$ cat src/rtl/muldiv.sv
// muldiv: iterative 32-bit multiply/divide unit owning the HI/LO registers.
// Ports:
//   clock_i  rising-edge clock
//   reset_i  synchronous active-high reset, clears HI/LO and aborts any operation
//   start_i  request strobe, sampled with op_i/a_i/b_i; honoured only while idle
//   op_i     000 mult, 001 multu, 010 div, 011 divu, 100 mthi, 101 mtlo, 11x reserved
//   a_i      rs operand (multiplicand / dividend / move source)
//   b_i      rt operand (multiplier / divisor)
//   busy_o   multiply or divide in progress
//   done_o   one-cycle pulse after HI/LO are written by a multiply or divide
//   hi_o     HI register
//   lo_o     LO register
module muldiv (
    input  logic        clock_i,
    input  logic        reset_i,
    input  logic        start_i,
    input  logic [2:0]  op_i,
    input  logic [31:0] a_i,
    input  logic [31:0] b_i,
    output logic        busy_o,
    output logic        done_o,
    output logic [31:0] hi_o,
    output logic [31:0] lo_o
);
    localparam logic [1:0] IDLE = 2'd0, MUL = 2'd1, DIV = 2'd2, FIN = 2'd3;
    logic [1:0]  state_q, state_d;
    logic [4:0]  cnt_q, cnt_d;
    // MUL: {partial product, remaining multiplier bits}; DIV: low half shifts dividend out, quotient in
    logic [63:0] acc_q, acc_d;
    logic [31:0] rem_q, rem_d;
    // multiplicand magnitude for MUL, divisor magnitude for DIV
    logic [31:0] opnd_q, opnd_d;
    logic        is_div_q, is_div_d;
    logic        qneg_q, qneg_d;
    logic        rneg_q, rneg_d;
    logic        dz_q, dz_d;
    logic [31:0] hi_q, hi_d, lo_q, lo_d;
    logic        done_q, done_d;
    logic        sgn;
    logic [31:0] abs_a, abs_b;
    logic [32:0] add_sum, shifted, diff;
    logic [63:0] prod_fix;
    logic [31:0] quo_fix, rem_fix;
    assign sgn      = ~op_i[0];
    assign abs_a    = (sgn && a_i[31]) ? -a_i : a_i;
    assign abs_b    = (sgn && b_i[31]) ? -b_i : b_i;
    assign add_sum  = {1'b0, acc_q[63:32]} + {1'b0, opnd_q};
    // 33-bit partial remainder; bit 32 of the difference is the borrow that selects restore
    assign shifted  = {rem_q, acc_q[31]};
    assign diff     = shifted - {1'b0, opnd_q};
    assign prod_fix = qneg_q ? -acc_q : acc_q;
    assign quo_fix  = qneg_q ? -acc_q[31:0] : acc_q[31:0];
    assign rem_fix  = rneg_q ? -rem_q : rem_q;
    always_comb begin
        state_d  = state_q;
        cnt_d    = cnt_q;
        acc_d    = acc_q;
        rem_d    = rem_q;
        opnd_d   = opnd_q;
        is_div_d = is_div_q;
        qneg_d   = qneg_q;
        rneg_d   = rneg_q;
        dz_d     = dz_q;
        hi_d     = hi_q;
        lo_d     = lo_q;
        done_d   = 1'b0;
        case (state_q)
            IDLE: if (start_i) begin
                if (op_i == 3'b100) hi_d = a_i;
                else if (op_i == 3'b101) lo_d = a_i;
                else if (!op_i[2]) begin
                    state_d  = op_i[1] ? DIV : MUL;
                    cnt_d    = 5'd0;
                    acc_d    = {32'd0, op_i[1] ? abs_a : abs_b};
                    opnd_d   = op_i[1] ? abs_b : abs_a;
                    rem_d    = 32'd0;
                    is_div_d = op_i[1];
                    qneg_d   = sgn & (a_i[31] ^ b_i[31]);
                    rneg_d   = sgn & a_i[31];
                    dz_d     = op_i[1] & (b_i == 32'd0);
                end
            end
            MUL: begin
                acc_d   = acc_q[0] ? {add_sum, acc_q[31:1]} : {1'b0, acc_q[63:1]};
                cnt_d   = cnt_q + 5'd1;
                state_d = (cnt_q == 5'd31) ? FIN : MUL;
            end
            DIV: begin
                acc_d   = {acc_q[63:32], acc_q[30:0], ~diff[32]};
                rem_d   = diff[32] ? shifted[31:0] : diff[31:0];
                cnt_d   = cnt_q + 5'd1;
                state_d = (cnt_q == 5'd31) ? FIN : DIV;
            end
            default: begin
                // divide by zero leaves |a| in the remainder, so sign correction restores a itself
                hi_d    = is_div_q ? rem_fix : prod_fix[63:32];
                lo_d    = is_div_q ? (dz_q ? 32'hFFFF_FFFF : quo_fix) : prod_fix[31:0];
                done_d  = 1'b1;
                state_d = IDLE;
            end
        endcase
    end
    always_ff @(posedge clock_i) begin
        if (reset_i) begin
            state_q  <= IDLE;
            cnt_q    <= 5'd0;
            acc_q    <= 64'd0;
            rem_q    <= 32'd0;
            opnd_q   <= 32'd0;
            is_div_q <= 1'b0;
            qneg_q   <= 1'b0;
            rneg_q   <= 1'b0;
            dz_q     <= 1'b0;
            hi_q     <= 32'd0;
            lo_q     <= 32'd0;
            done_q   <= 1'b0;
        end else begin
            state_q  <= state_d;
            cnt_q    <= cnt_d;
            acc_q    <= acc_d;
            rem_q    <= rem_d;
            opnd_q   <= opnd_d;
            is_div_q <= is_div_d;
            qneg_q   <= qneg_d;
            rneg_q   <= rneg_d;
            dz_q     <= dz_d;
            hi_q     <= hi_d;
            lo_q     <= lo_d;
            done_q   <= done_d;
        end
    end
    assign busy_o = (state_q != IDLE);
    assign done_o = done_q;
    assign hi_o   = hi_q;
    assign lo_o   = lo_q;
endmodule

$ cat config.mk
export PLATFORM = sky130hd
export DESIGN_NAME = muldiv
export DESIGN_NICKNAME = d
export VERILOG_FILES = /design/src/rtl/muldiv.sv
export SDC_FILE = /design/constraint.sdc
export NUM_CORES = 1
export LEC_CHECK = 0
export BUFFER_PORTS_ARGS = -buffer_cell sky130_fd_sc_hd__buf_4
export CORE_MARGIN = 2
export CORE_UTILIZATION = 35
export DETAILED_ROUTE_END_ITERATION = 10
export PLACE_DENSITY_LB_ADDON = 0.3
export SYNTH_ARGS = -nofsm -noshare
export SYNTH_HDL_FRONTEND = slang
export SYNTH_SLANG_ARGS = --single-unit
$ cat constraint.sdc
create_clock -name clock_i -period 4.1 [get_ports clock_i]
set_input_delay 0.615 -clock clock_i [delete_from_list [all_inputs] [get_ports clock_i]]
set_output_delay 0.615 -clock clock_i [all_outputs]
set_load 0.01 [all_outputs]
==> Word-level counts from Yosys, hierarchy flattened <==
Cells that the tools add are included.
{ "op_classes": {"n_eq_ne": 11, "n_div": 0, "muxes": 43, "n_reduce_logical": 19, "bitwise_logic": 11, "addsub": 8, "shift": 0, "magnitude_cmp": 0, "mul": 0} }
{ "ops": {"columns": ["operator", "count"], "rows": [
  ["32-bit two-way mux", 19],
  ["64-bit two-way mux", 6],
  ["32-bit one-hot mux with 2 select lines", 3],
  ["64-bit one-hot mux with 3 select lines", 1],
  ["32-bit negator", 4],
  ["64-bit negator", 1],
  ["32-bit by 32-bit adder with 33-bit output", 1],
  ["33-bit by 32-bit subtractor with 33-bit output", 1],
  ["32-bit logical NOT", 1],
  ["5-bit two-way mux", 4],
  ["5-bit AND reduction", 4],
  ["2-bit two-way mux", 6],
  ["2-bit inequality test, second input constant", 6],
  ["5-bit one-hot mux with 2 select lines", 1],
  ["4-bit AND reduction", 2],
  ["2-bit nonzero test", 4],
  ["1-bit NOT", 7],
  ["3-bit equality test, second input constant", 2],
  ["2-bit one-hot mux with 3 select lines", 1],
  ["6-bit AND reduction", 1],
  ["5-bit by 1-bit adder with 5-bit output, second input constant", 1],
  ["5-bit equality test, second input constant", 1],
  ["1-bit AND", 3],
  ["3-bit AND reduction", 1],
  ["9 further kinds", 11]
]} }
{ "totals": {"memories": 0, "romBits": 0, "ramBits": 0, "ff_bits": 204, "inputBits": 70, "latchBits": 0} }

==> Depth between registers and ports, before layout <==
{ "logic_depth": {"word_depth": 9, "mapped_depth": 14} }

==> Worst setup path after synthesis <==
No wires, ideal clock.
{ "synth_path": {"path_kind": "register -> register", "startpoint": "register rem_q[9]", "endpoint": "register hi_q[26] (netlist: hi_o[26])", "slack_ps": 958, "arrival_ps": 3057, "stages_incl_launch_ff": 10, "required_time_ps": 4014, "n_path_buf": 0, "synth_period_minus_slack_ps": 3142, "setup_time_ps": 86, "cell_sequence": "dfxtp_1 -> or4_4 -> or4_1 -> or2_1 -> or4b_1 -> or4_4 -> o21ai_2 -> xnor2_1 -> a21oi_1 -> a211oi_1"} }
{ "synth_via": {"elab_chain_len": 4} }
{ "synth_rtl": {"columns": ["item", "line_no", "rtl"], "rows": [
  ["start, declared", "30", "logic [31:0] rem_q, rem_d;"],
  ["start signal, assigned", "121", "rem_q <= rem_d;"],
  ["32-bit negator", "53", "assign rem_fix = rneg_q ? -rem_q : rem_q;"],
  ["32-bit two-way mux", "53", null],
  ["32-bit two-way mux", "96", "hi_d = is_div_q ? rem_fix : prod_fix[63:32];"],
  ["32-bit one-hot mux with 2 select lines", "67", "case (state_q)"],
  ["end signal, assigned", "127", "hi_q <= hi_d;"],
  ["end, declared", "37", "logic [31:0] hi_q, hi_d, lo_q, lo_d;"]
]} }
Every way passes these cells.
A chain may end at the register's enable or synchronous reset.

==> Worst setup path in the final report <==
{ "layout_path": {"startpoint": "register acc_q[32]", "endpoint": "register acc_q[61]"} }
{ "layout_via": {"elab_chain_len": 3} }
{ "layout_rtl": {"columns": ["item", "line_no", "rtl"], "rows": [
  ["start, declared", "29", "logic [63:0] acc_q, acc_d;"],
  ["start signal, assigned", "107", "acc_q <= 64'd0;"],
  ["start signal, assigned", "120", "acc_q <= acc_d;"],
  ["32-bit by 32-bit adder with 33-bit output", "47", "assign add_sum = {1'b0, acc_q[63:32]} + {1'b0, opnd_q};"],
  ["64-bit two-way mux", "84", "acc_d = acc_q[0] ? {add_sum, acc_q[31:1]} : {1'b0, acc_q[63:1]};"],
  ["64-bit one-hot mux with 3 select lines", "67", null]
]} }
Every way passes these cells.

==> summary.md <==
| Metric | Value |
|---|---|
| Run status | `completed` |
| Post-cts repair resize count | `0` |
| Post-CTS setup buffers | `0` |
| Hold_sp | `a_i[6]` |
| Post-synth ARST share | `0%` |
| Post-DP Area | `17710 um^2` |
| Total global-route track usage | `between 20% and 30%` |
| Synth cell types | `74` |
| Yosys top cell by area | `dfxtp_1` |
| Die H | `218.7 um` |
| Gpl congestion | `slightly below 1` |
| H-tree depth | `1` |
| Fin area | `18640 um^2` |
| Top FF cell, synth | `dfxtp_1` |
| Pin count of the biggest net entering global routing | `89` |
| Share of cells above drive strength 1 | `11.90%` |
| Fin Clk Skew | `roughly 0.050 ns` |
| Seq/Total Area, Yosys | `25.31%` |
| Final Slew Violations | `0` |
| TritonCTS Sinks | `204` |
| CTS tree | `done` |
| Hold_ws | `0.3571 ns` |
| Initial DRC count | `2124` |
| CP required | `4.53 ns` |
| Relative slew slack | `between 10% and 20%` |
| Slowest-stage cell, CP | `a2111oi_0` |
| CTS Hold Bufs | `0` |
| CP cell instances | `ha_1 -> fa_1 -> a21o_1 -> nand4_1 -> a2111oi_0 -> buf_4 -> nor2_1 -> o21a_1 -> o21ai_0 -> o21ai_0 -> mux2_2 -> a2111oi_0` |
| Port Buffers | `135` |
| Initial antenna violation count | `0` |
| CTS max path bufs | `3` |
| Min Clock Period, post-route | `between 3 and 4 ns` |
| Leakage power | `7.259 nW` |
| Die area | `between 40000 and 50000 um^2` |
| Worst Max-Slew Pin Slew | `1.319 ns` |
| Most frequent cell after synthesis | `nor2_1` |
| Gr ovfl total | `0` |
| Count of flip-flops with a built-in enable after synthesis | `0` |
| Worst R2R End | `acc_q[61]` |
| DRC viols | `0` |
| Via-to-Cell Ratio | `6.031` |
| Utilization after layout | `between 40 and 50%` |
| First-pass GRT wire length | `~100000 um` |
| Vias in the first global route | `15570` |
| Post-synth top cells | `nor2_1 (235), dfxtp_1 (204), nand2_1 (184), a21oi_1 (181), o21ai_0 (155)` |
| Synthesized area per cell | `7.463 um^2` |
| Synth area leaders | `dfxtp_1 (25%), xnor2_1 (6.0%), ha_1 (5.7%), a21oi_1 (5.6%), nor2_1 (5.5%)` |
| Design Power | `0.009202 W` |
| WS Path Type | `register to register` |
| Cells after synthesis | `2162` |
| Hold EP | `hi_o[6]` |
| Post-route ant nets | `0` |
| Clock transition at path regs | `approximately 0.060 ns` |
| CP max FO | `7` |
| # setup viols final | `0` |
| DRT Pass-1 Iters | `6` |
| Crit-path max cell delay | `0.52 ns` |
| Root buffer cell | `clkbuf_16` |
| Boundary Pins | `136` |
| Worst setup EP type | `register` |
| Worst hold path class | `primary input to register` |
| Fin crit share | `88.13%` |
| TritonCTS Buffers | `26` |
| Ant diodes | `0` |
| Slack of the worst reg-to-reg path | `0.49 ns` |
| Fin. Hold Viols | `0` |
| Worst vdd ir | `0.2791 mV` |
| Worst-Skew Late Latency | `0.58 ns` |
| Max-cap violations | `0` |
| Post-DP HPWL | `around 50000 um` |
| Routed via count | `between 15000 and 20000` |
| Crit path launch type | `register` |
| Fmax | `0.2768 GHz` |
| Die X | `around 220 um` |
| Core area | `~45000 um^2` |
| RSZ-0062 raised after global routing | `no` |
| WL per Instance | `23.10 um` |
| Worst path arrival time | `4.04 ns` |
| Mapped Nets | `2308` |
| Synth warn | `0` |
| Initial Utilization | `35.48%` |
| WL final | `65290 um` |
| Synth top area share | `25.31%` |
| Hold path depth | `3` |
| Setup_tns | `0 ns` |
| Power per cell area | `about 490 nW/um^2` |
| Yosys reg bits | `204` |
| # rows | `78` |
| Reg2reg start | `acc_q[32]` |
| Cells on worst reg2reg path | `12` |
| Syn-to-layout area delta | `15.55%` |
| Nets | `2353` |
| Synth Cell Area | `16140 um^2` |
[where the power goes]
group / total (W) / leakage [nW] / internal (W) / switching (W)
logic: 0.00390 / 5.13 / 0.00144 / 0.00246
registers: 0.00276 / 1.66 / 0.00231 / 0.000450
clock network: 0.00254 / 0.462 / 0.00157 / 0.000975
[layout make-up]
cell class	instances	area, um^2
inverters	85	319.1
multi-input cells	1711	11180
clock inverters	12	196.4
flip-flops and latches	204	4085
well taps	600	750.7
fillers	4645	26830
repair buffers	179	1381
clock buffers	35	734.5
[metal layers]
metal	up-vias	wire [um]	global-route usage (%)
met2	813	27670	39.46
met4	0	2163	7.770
met1	8111	29500	38.74
li1	8007	-	-
met5	-	0	0
met3	113	5967	3.953
[stage by stage]
step / std cells / worst slack [ns]
floorplan: 2162 / 0.9579
global placement: 2779 / 0.4659
detailed placement: 2779 / 0.4875
CTS: 2826 / 0.5112
global route: 2826 / 0.1822
finish: 2826 / 0.4867
[cells by family after synthesis]
group	share of synthesized area, %
buf+inv	5.785
xor+xnor	10.86
flops	25.31
mux	4.017
fa+ha+maj	5.986
compound gates	29.42
simple gates	18.63
[sequential cells by signal (all words and copies together) (netlist names), 2 cells and up]
register and count:
hi_o 32, cnt_q 5, acc_q 64, state_q 2, lo_o 32, rem_q 32
opnd_q 32
[how the worst max path moves through the flow]
| stage | startpoint | to | slack [ns] | cells after the start |
|---|---|---|---|---|
| CTS | acc_q[32] | acc_q[61] | 0.51 | 12 |
| global route | acc_q[32] | acc_q[61] | 0.18 | 12 |
| detailed placement | a_i[11] | acc_q[31] | 0.49 | 11 |
| finish | acc_q[32] | acc_q[61] | 0.49 | 12 |
| global placement | acc_q[32] | acc_q[61] | 0.47 | 12 |
| floorplan | rem_q[9] | hi_o[26] | 0.96 | 9 |
[worst max-delay path, delay by kind of cell (launching register included)]
family | cells | cell delay, ns
multiplexers | 1 | 0.28
flip-flops | 1 | 0.48
adder cells (fa/ha/maj) | 2 | 0.51
AND/OR/NAND/NOR | 2 | 0.21
AO/OA/AOI/OAI | 6 | 1.78
buffers and inverters | 1 | 0.21
[cells in the final DEF (no fill, tap or decap), drive strengths merged, types with 28 or more instances in the layout]
| master | netlist | layout |
|---|---|---|
| a211oi | 75 | 75 |
| a21o | 35 | 35 |
| a21oi | 181 | 181 |
| a221oi | 56 | 56 |
| buf | 14 | 179 |
| clkbuf | 148 | 35 |
| dfxtp | 204 | 204 |
| ha | 74 | 74 |
| inv | 84 | 84 |
| mux2i | 49 | 49 |
| nand2 | 184 | 184 |
| nand3 | 35 | 35 |
| nor2 | 235 | 235 |
| nor3 | 34 | 34 |
| o211ai | 31 | 31 |
| o21ai | 157 | 157 |
| o31ai | 35 | 35 |
| or3 | 28 | 28 |
| xnor2 | 111 | 111 |
| xor2 | 89 | 89 |
Power figures use the tool's default switching activity.
